$ cat src/rtl/uart_tx_packetizer_pkg.sv
// Shared state encodings and constants for the UART frame packetizer and its byte issuer.
package uart_tx_packetizer_pkg;

    typedef enum logic [2:0] {
        ST_IDLE,
        ST_HEADER,
        ST_COUNT,
        ST_FETCH,
        ST_DATA,
        ST_CHECKSUM
    } main_state_t;

    typedef enum logic [1:0] {
        IS_IDLE,
        IS_ISSUE,
        IS_WAIT_HI,
        IS_WAIT_LO
    } issue_state_t;

    localparam logic [7:0] DEFAULT_HEADER_BYTE = 8'hA5;
    localparam int         CHECKSUM_WIDTH      = 8;

endpackage

$ cat src/rtl/uart_tx_packetizer_if.sv
// Word-stream and UART-core signals of the packetizer; master is the packetizer side.
interface uart_tx_packetizer_if #(
    parameter int WORD_WIDTH = 16
);
    logic [WORD_WIDTH-1:0] word_in;
    logic                  word_valid;
    logic                  word_ready;
    logic [7:0]            tx_data;
    logic                  tx_start;
    logic                  tx_busy;
    logic                  frame_active;
    logic                  timeout_err;

    modport master (
        input  word_in, word_valid, tx_busy,
        output word_ready, tx_data, tx_start, frame_active, timeout_err
    );

    modport slave (
        output word_in, word_valid, tx_busy,
        input  word_ready, tx_data, tx_start, frame_active, timeout_err
    );
endinterface

$ cat src/rtl/uart_byte_issuer.sv
// Hands one byte to uart_tx_core: start pulse, wait for busy to rise (with timeout), then fall.
module uart_byte_issuer
    import uart_tx_packetizer_pkg::*;
#(
    parameter int ACCEPT_TIMEOUT = 32
) (
    input  logic       clk,
    input  logic       reset,
    input  logic       send_req,
    input  logic [7:0] send_byte,
    output logic       send_done,
    output logic       send_timeout,
    output logic [7:0] tx_data,
    output logic       tx_start,
    input  logic       tx_busy
);

    localparam int               CNT_W    = $clog2(ACCEPT_TIMEOUT) + 1;
    localparam logic [CNT_W-1:0] CNT_LAST = CNT_W'(ACCEPT_TIMEOUT - 1);

    issue_state_t     state;
    issue_state_t     state_next;
    logic [CNT_W-1:0] wait_cnt;

    always_ff @(posedge clk) begin
        if (reset) begin
            state    <= IS_IDLE;
            tx_data  <= 8'h00;
            wait_cnt <= '0;
        end else begin
            state <= state_next;
            if (state == IS_IDLE && send_req) begin
                tx_data <= send_byte;
            end
            if (state == IS_ISSUE) begin
                wait_cnt <= '0;
            end else if (state == IS_WAIT_HI) begin
                wait_cnt <= wait_cnt + CNT_W'(1);
            end
        end
    end

    always_comb begin
        state_next   = state;
        send_done    = 1'b0;
        send_timeout = 1'b0;
        case (state)
            IS_IDLE: begin
                if (send_req) begin
                    state_next = IS_ISSUE;
                end
            end
            IS_ISSUE: begin
                state_next = IS_WAIT_HI;
            end
            IS_WAIT_HI: begin
                if (tx_busy) begin
                    state_next = IS_WAIT_LO;
                end else if (wait_cnt == CNT_LAST) begin
                    send_timeout = 1'b1;
                    state_next   = IS_IDLE;
                end
            end
            IS_WAIT_LO: begin
                if (!tx_busy) begin
                    send_done  = 1'b1;
                    state_next = IS_IDLE;
                end
            end
            default: begin
                state_next = IS_IDLE;
            end
        endcase
    end

    // Gated so a start pulse can never escape in a cycle where reset is asserted.
    assign tx_start = (state == IS_ISSUE) && !reset;

endmodule

$ cat src/rtl/uart_tx_packetizer.sv
// Frames result words as header, count, MSB-first data bytes and an 8-bit checksum for uart_tx_core.
module uart_tx_packetizer
    import uart_tx_packetizer_pkg::*;
#(
    parameter int         WORD_WIDTH     = 16,
    parameter int         FRAME_WORDS    = 10,
    parameter logic [7:0] HEADER_BYTE    = DEFAULT_HEADER_BYTE,
    parameter int         ACCEPT_TIMEOUT = 32
) (
    input logic                  clk,
    input logic                  reset,
    uart_tx_packetizer_if.master bus
);

    localparam int         BYTES_PER_WORD = WORD_WIDTH / 8;
    localparam logic [1:0] LAST_BYTE      = 2'(BYTES_PER_WORD - 1);
    localparam logic [7:0] FRAME_COUNT    = 8'(FRAME_WORDS);

    main_state_t               state;
    main_state_t               state_next;
    logic [WORD_WIDTH-1:0]     word_reg;
    logic [1:0]                byte_cnt;
    logic [7:0]                words_sent;
    logic [CHECKSUM_WIDTH-1:0] checksum;
    logic                      timeout_err;
    logic                      transfer;
    logic                      send_req;
    logic [7:0]                send_byte;
    logic                      send_done;
    logic                      send_timeout;
    logic [7:0]                tx_data;
    logic                      tx_start;

    assign transfer = (state == ST_FETCH) && bus.word_valid;

    uart_byte_issuer #(
        .ACCEPT_TIMEOUT(ACCEPT_TIMEOUT)
    ) u_issuer (
        .clk          (clk),
        .reset        (reset),
        .send_req     (send_req),
        .send_byte    (send_byte),
        .send_done    (send_done),
        .send_timeout (send_timeout),
        .tx_data      (tx_data),
        .tx_start     (tx_start),
        .tx_busy      (bus.tx_busy)
    );

    // The word register shifts left after each data byte so the next byte is always the top one.
    always_ff @(posedge clk) begin
        if (reset) begin
            state       <= ST_IDLE;
            word_reg    <= '0;
            byte_cnt    <= 2'd0;
            words_sent  <= 8'd0;
            checksum    <= '0;
            timeout_err <= 1'b0;
        end else begin
            state <= state_next;
            if (state == ST_IDLE && bus.word_valid) begin
                checksum   <= '0;
                words_sent <= 8'd0;
            end
            if (transfer) begin
                word_reg <= bus.word_in;
                byte_cnt <= 2'd0;
                if (words_sent != FRAME_COUNT) begin
                    words_sent <= words_sent + 8'd1;
                end
            end
            if (send_done && (state == ST_COUNT || state == ST_DATA)) begin
                checksum <= checksum + send_byte;
            end
            if (send_done && state == ST_DATA) begin
                word_reg <= word_reg << 8;
                byte_cnt <= byte_cnt + 2'd1;
            end
            if (send_timeout) begin
                timeout_err <= 1'b1;
            end
        end
    end

    always_comb begin
        state_next = state;
        send_req   = 1'b0;
        send_byte  = 8'h00;
        case (state)
            ST_IDLE: begin
                if (bus.word_valid) begin
                    state_next = ST_HEADER;
                end
            end
            ST_HEADER: begin
                send_req  = 1'b1;
                send_byte = HEADER_BYTE;
                if (send_done) begin
                    state_next = ST_COUNT;
                end
            end
            ST_COUNT: begin
                send_req  = 1'b1;
                send_byte = FRAME_COUNT;
                if (send_done) begin
                    state_next = ST_FETCH;
                end
            end
            ST_FETCH: begin
                if (transfer) begin
                    state_next = ST_DATA;
                end
            end
            ST_DATA: begin
                send_req  = 1'b1;
                send_byte = word_reg[WORD_WIDTH-1 -: 8];
                if (send_done && byte_cnt == LAST_BYTE) begin
                    state_next = (words_sent < FRAME_COUNT) ? ST_FETCH : ST_CHECKSUM;
                end
            end
            ST_CHECKSUM: begin
                send_req  = 1'b1;
                send_byte = checksum;
                if (send_done) begin
                    state_next = ST_IDLE;
                end
            end
            default: begin
                state_next = ST_IDLE;
            end
        endcase
        // A byte the core never accepted abandons the whole frame.
        if (send_timeout) begin
            state_next = ST_IDLE;
        end
    end

    assign bus.word_ready   = (state == ST_FETCH);
    assign bus.tx_data      = tx_data;
    assign bus.tx_start     = tx_start;
    assign bus.frame_active = (state != ST_IDLE);
    assign bus.timeout_err  = timeout_err;

endmodule
$ cat src/flat_wrapper.sv
// flat-port wrapper written by rule: the top's interface ports become plain ports
module uart_tx_packetizer_flat import uart_tx_packetizer_pkg::*;
#(
    parameter int         WORD_WIDTH     = 16,
    parameter int         FRAME_WORDS    = 10,
    parameter logic [7:0] HEADER_BYTE    = DEFAULT_HEADER_BYTE,
    parameter int         ACCEPT_TIMEOUT = 32
)
  (clk, reset, bus_word_in, bus_word_valid, bus_tx_busy, bus_word_ready, bus_tx_data, bus_tx_start, bus_frame_active, bus_timeout_err);
  uart_tx_packetizer_if #(.WORD_WIDTH(WORD_WIDTH)) bus_i ();
  input logic clk;
  input logic reset;
  input wire logic [$bits(bus_i.word_in)-1:0] bus_word_in;
  input wire logic [$bits(bus_i.word_valid)-1:0] bus_word_valid;
  input wire logic [$bits(bus_i.tx_busy)-1:0] bus_tx_busy;
  output wire logic [$bits(bus_i.word_ready)-1:0] bus_word_ready;
  output wire logic [$bits(bus_i.tx_data)-1:0] bus_tx_data;
  output wire logic [$bits(bus_i.tx_start)-1:0] bus_tx_start;
  output wire logic [$bits(bus_i.frame_active)-1:0] bus_frame_active;
  output wire logic [$bits(bus_i.timeout_err)-1:0] bus_timeout_err;
  assign bus_i.word_in = bus_word_in;
  assign bus_i.word_valid = bus_word_valid;
  assign bus_i.tx_busy = bus_tx_busy;
  assign bus_word_ready = bus_i.word_ready;
  assign bus_tx_data = bus_i.tx_data;
  assign bus_tx_start = bus_i.tx_start;
  assign bus_frame_active = bus_i.frame_active;
  assign bus_timeout_err = bus_i.timeout_err;
  uart_tx_packetizer #(.WORD_WIDTH(WORD_WIDTH), .FRAME_WORDS(FRAME_WORDS), .HEADER_BYTE(HEADER_BYTE), .ACCEPT_TIMEOUT(ACCEPT_TIMEOUT)) u_core (.clk(clk), .reset(reset), .bus(bus_i));
endmodule
$ cat config.mk
export PLATFORM = sky130hd
export DESIGN_NAME = uart_tx_packetizer_flat
export DESIGN_NICKNAME = d
export VERILOG_FILES = /design/src/rtl/uart_tx_packetizer_pkg.sv /design/src/rtl/uart_tx_packetizer_if.sv /design/src/rtl/uart_byte_issuer.sv /design/src/rtl/uart_tx_packetizer.sv /design/src/flat_wrapper.sv
export SDC_FILE = /design/constraint.sdc
export NUM_CORES = 1
export LEC_CHECK = 0
export BUFFER_PORTS_ARGS = -buffer_cell sky130_fd_sc_hd__buf_2
export CAP_MARGIN = 20
export CORE_MARGIN = 1.5
export CORE_UTILIZATION = 40
export DETAILED_ROUTE_END_ITERATION = 10
export MAX_ROUTING_LAYER = met4
export PLACE_DENSITY = 0.68
export SLEW_MARGIN = 20
export SYNTH_ARGS = -nofsm -noshare
export SYNTH_HDL_FRONTEND = slang
export SYNTH_HIERARCHICAL = 1
export SYNTH_SLANG_ARGS = --single-unit
$ cat constraint.sdc
create_clock -name clk -period 3.1 [get_ports clk]
set_input_delay 0.62 -clock clk [delete_from_list [all_inputs] [get_ports clk]]
set_output_delay 0.62 -clock clk [all_outputs]
set_load 0.005 [all_outputs]
* After elaboration in Yosys (flattened, before gate mapping)
Index checks and enable logic that the tools add are counted.
Word-level totals: logic and storage cells 84, input bits 20, register bits after elaboration 54
Operators by class: $add $sub $neg 4, reduce and logical (&&, ||, !) cells 20, multiplexer cells 29, $lt $le $gt $ge 1, equality and inequality tests 20
Operator list (count):
- $mux W8 | 5
- $mux W16 | 2
- $pmux W8 S4 | 1
- $mux W3 | 7
- $pmux W3 S6 | 1
- $mux W2 | 6
- $add A8 B1 Y8 const B | 1
- $add A8 B8 Y8 | 1
- $lt A8 B4 Y1 const B | 1
- $ne A2 B1 Y1 const B | 4
- $ne A2 B2 Y1 const B | 4
- $ne A8 B4 Y1 const B | 1
- $pmux W2 S4 | 1
- $logic_and A1 B1 Y1 | 7
- $add A6 B1 Y6 const B | 1
- $eq A3 B2 Y1 const B | 2
- $eq A3 B3 Y1 const B | 2
- $eq A6 B5 Y1 const B | 1
- $mux W1 | 6
- $reduce_and A6 Y1 | 1
- $reduce_or A2 Y1 | 3
- $eq A2 B1 Y1 const B | 2
- $eq A2 B2 Y1 const B | 2
- $reduce_bool A2 Y1 | 2
- other kinds (10) | 10

* Longest topological paths before layout
depth in word-level cells 5, gate-level depth with buffers 12, gate-level depth less buffers 10

* Cells and area by module
The synthesis kept the hierarchy.
By module, submodules not included:
- uart_tx_packetizer | seq. area each 760.7 um^2, times used 1, area an instance 2185.8 um^2, cells each 268
- uart_byte_issuer | seq. area each 320.3 um^2, times used 1, area an instance 743.2 um^2, cells each 78

* Least setup slack after synthesis
Ideal clock, no wire load.
kind register -> register, start register u_core.state[0], end register u_core.checksum[7], setup slack 0.646 ns, data arrival time 2.338 ns, data required time 2.983 ns, cell stages (with the launch flop) 12, cell sequence dfxtp_1 > buf_2 > buf_2 > buf_2 > mux2i_1 > nor2_1 > ha_1 > a21oi_1 > o21ai_0 > a21oi_1 > mux2_1 > a22o_1
Between the ends: word-level cells in the longest chain between the ends 4, elaborated cells between the ends (all ways) 12, classes of those cells 1 x add/sub; 4 x eq/ne; 2 x mux; 5 x reduce/logical
Ends and longest elaborated chain:
- start, declared | line uart_tx_packetizer.sv:19 | main_state_t state;
- start signal, assigned | line uart_tx_packetizer.sv:60 | state <= state_next;
- $eq A3 B3 Y1 (tied with other cells) | line uart_tx_packetizer.sv:89 | case (state)
- $pmux W8 S4 (*) | line uart_tx_packetizer.sv:89
- via u_core.send_byte[4] | line uart_tx_packetizer.sv:28 | logic [7:0] send_byte;
- $add A8 B8 Y8 (*) | line uart_tx_packetizer.sv:73 | checksum <= checksum + send_byte;
- $mux W8 (*) | line uart_tx_packetizer.sv:72 | if (send_done && (state == ST_COUNT || state == ST_DATA)) begin
- end signal, assigned | line uart_tx_packetizer.sv:73
- end, declared | line uart_tx_packetizer.sv:24 | logic [CHECKSUM_WIDTH-1:0] checksum;
Mark *: on every way through the listed nets, which the timed path passes. The rest lies on a longest branch. A chain may end at the register's enable or synchronous reset.

* Worst setup path in the final report
start register u_core.state[2], end register u_core.checksum[7]
The elaborated chain is that of the path after synthesis.

==> impl_metrics.ini <==
[outcome]
status = completed

[worst_setup_path]
required_ns = 3.31
reg2reg_depth = 9
r2r_start = u_core/state[2]
path_cells = nor2b_2 -> nand2_1 -> a21oi_1 -> ha_1 -> a21oi_1 -> nand2_1 -> a21oi_1 -> mux2_1 -> a22o_1
worstPathMaxFanout = 12
r2r_slack_ns = 0.48
cp.arrival_ns = 2.82
endpoint_kind = register
cpPeakStageDelay_ns = 0.57
critPathSlowestCell = dfxtp_1
reg2reg_to = u_core/checksum[7]
cp_top_family = compound AO/OA/AOI/OAI gates
cp.buffers_inverters = 0
crit_top_cell = a21oi_1
crit_type = reg2reg
cp-start-kind = register

[power]
p_leak_nw = 1.27
peakVddDrop_mv = 0.187
p_per_area_nw_per_um2 = 390

[synth]
ys.flop_type = dfxtp_1
synth_enable_flop_cells = 0
avgSynthCellArea_um2 = 8.47
ys_warn_count = 6
synth.distinct_cells = 60
syn-num-nets = 378
synth_seq_area_share_pct = 36.9
synth-seq-cells = 54
syn_inst = 346
netlist_area_um2 = 2930
async_flop_share_pct = 0

[routing]
drc = 0
via_per_inst = 5.20
vias = 2445
wl_per_cell_um = 13.2
firstDrtPassIters = 4
ant_nets = 0
drtIter0Drc = 148
detail_route.wirelength_um = 6190

[sta]
tightestPinTransition_ns = 0.654
relSlewSlack_pct = 56.3
fin_crit_sh_pct = 84.5
hold_viol = 0
fin_worst_skew_ns = 0.00597
setup_viol = 0
setup-tns-final_ns = 0
fmax_ghz = 0.382
rsz0062_at_grt = no
min_period_ns = 2.62
maxSlewViolCount = 0
fin_ws_ns = 0.482

[floorplan]
rows = 31
die_h_um = 88.6
core_area_um2 = 7180
initial_core_util_pct = 40.8
ioPinCount = 32
die_w_um = 88.6
die_area_um2 = 7840

[cts]
clock-sinks = 54
clock_path_buffers = 2
cts_tree = yes
post_cts_buffers = 0
cts_hold_buf = 0
postCtsResizedCells = 0
path_clk_slew_ns = 0.10
cts-buffers-inserted = 5
insertion_delay_ns = 0.31
cts-root-buf = clkbuf_8
h-tree-depth = 2

[flow_run]
cap_violations = 0

[finish]
antenna_cells = 0
synthToLayoutAreaGrowth_pct = 10.6
drive_above_1_share_pct = 15.9
mostFrequentLayoutCell = dfxtp_1
mostFrequentLayoutCells = dfxtp_1 (54), nor2_1 (43), nand2_1 (35), a21oi_1 (32), buf_2 (31)
fillers = 723
final_core_util_pct = 45.1
largest_register_ff_count = 16
layout.nets = 402

[placed_design]
dpl.hpwl_um = 4580
port_buffers = 31
pre_cts_ws_ns = 0.525
gp_routability_congestion = 0.899

[min_path]
hold_end = u_core/word_reg[6]
hp-class = reg2reg
hold_depth = 2
min-delay-start = u_core/word_reg[6]

[grt]
groute.usage.overall_pct = 17.7
grt.overflow.total = 0
grt_pass1_vias = 2248
grt_pass1_wl_um = 10600
antenna_found_initial = 0
grt_start_max_net_pins = 21
[power breakdown]
| group | leakage (nW) | internal, mW | total, mW | switching [mW] |
|---|---|---|---|---|
| logic | 0.785 | 0.0587 | 0.127 | 0.0685 |
| clock network | 0.0472 | 0.180 | 0.413 | 0.233 |
| registers | 0.436 | 0.703 | 0.723 | 0.0206 |
| total | 1.27 | 0.941 | 1.26 | 0.322 |
[synth_stat cells (5+ instances only)]
library cell   n  area, um^2
a21oi_1       32         160
o21ai_0        9        45.0
inv_1          8        30.0
dfxtp_1       54        1080
nor2_1        43         161
nand2_1       35         131
mux2i_1       17         170
nand2b_1       5        31.3
xnor2_1        6        52.6
a31oi_1        5        31.3
clkbuf_1       8        30.0
o22ai_1       12        75.1
nor3_1        12        60.1
nand3_1       10        50.1
ha_1          11         138
xor2_1         5        43.8
buf_2          7        35.0
[logic make-up after synthesis]
| kind of cell | synth area share (%) |
|---|---|
| flip-flops | 36.9 |
| AO/OA/AOI/OAI | 17.4 |
| buffers and inverters | 4.91 |
| XOR/XNOR | 3.29 |
| AND/OR/NAND/NOR | 25.5 |
| adder cells (fa/ha/maj) | 5.38 |
| multiplexers | 6.58 |
[worst max-delay path by stage]
| stage | slack [ns] | end | startpoint | cells past startpoint |
|---|---|---|---|---|
| floorplan | 0.65 | u_core/checksum[7] | u_core/state[0] | 11 |
| global placement | 0.61 | u_core/checksum[7] | u_core/state[2] | 9 |
| detailed placement | 0.53 | u_core/checksum[7] | u_core/state[2] | 9 |
| CTS | 0.49 | u_core/checksum[7] | u_core/state[2] | 9 |
| global route | 0.29 | u_core/checksum[6] | u_core/state[2] | 10 |
| finish | 0.48 | u_core/checksum[7] | u_core/state[2] | 9 |
[layout make-up]
type | instances | area [um^2] | area share, %
timing repair buffer | 37 | 200 | 6.18
clock buffer | 6 | 82.6 | 2.55
inverter | 9 | 33.8 | 1.04
sequential | 54 | 1080 | 33.4
multi-input combinational | 263 | 1700 | 52.6
clock inverter | 2 | 12.5 | 0.386
tap | 99 | 124 | 3.83
[through the flow]
| step | area [um^2] | std cells | hold slack [ns] | power [mW] |
|---|---|---|---|---|
| global placement | 3140 | 462 | 0.443 | 0.865 |
| CTS | 3240 | 470 | 0.462 | 1.28 |
| floorplan | 2930 | 346 | 0.437 | 0.828 |
| detailed placement | 3140 | 462 | 0.448 | 0.866 |
| global route | 3240 | 470 | 0.495 | 1.32 |
| finish | 3240 | 470 | 0.464 | 1.26 |
[layer usage]
layer | vias to the layer above | GRT usage, % | share of wire [%] | wire, um
li1 | 1274 | - | - | -
met1 | 1112 | 24.8 | 52 | 3200
met2 | 52 | 26.5 | 43 | 2690
met3 | 7 | 2.89 | 4.0 | 248
met4 | 0 | 4.69 | 0.81 | 50
met5 | - | - | 0 | 0
[tightest hold or removal path: stages, from the launching register on]
cell	delay, ns
dfxtp_1	0.32
nand2_1	0.05
a21oi_1	0.05
Note: power is estimated with default switching activity, not from simulation.
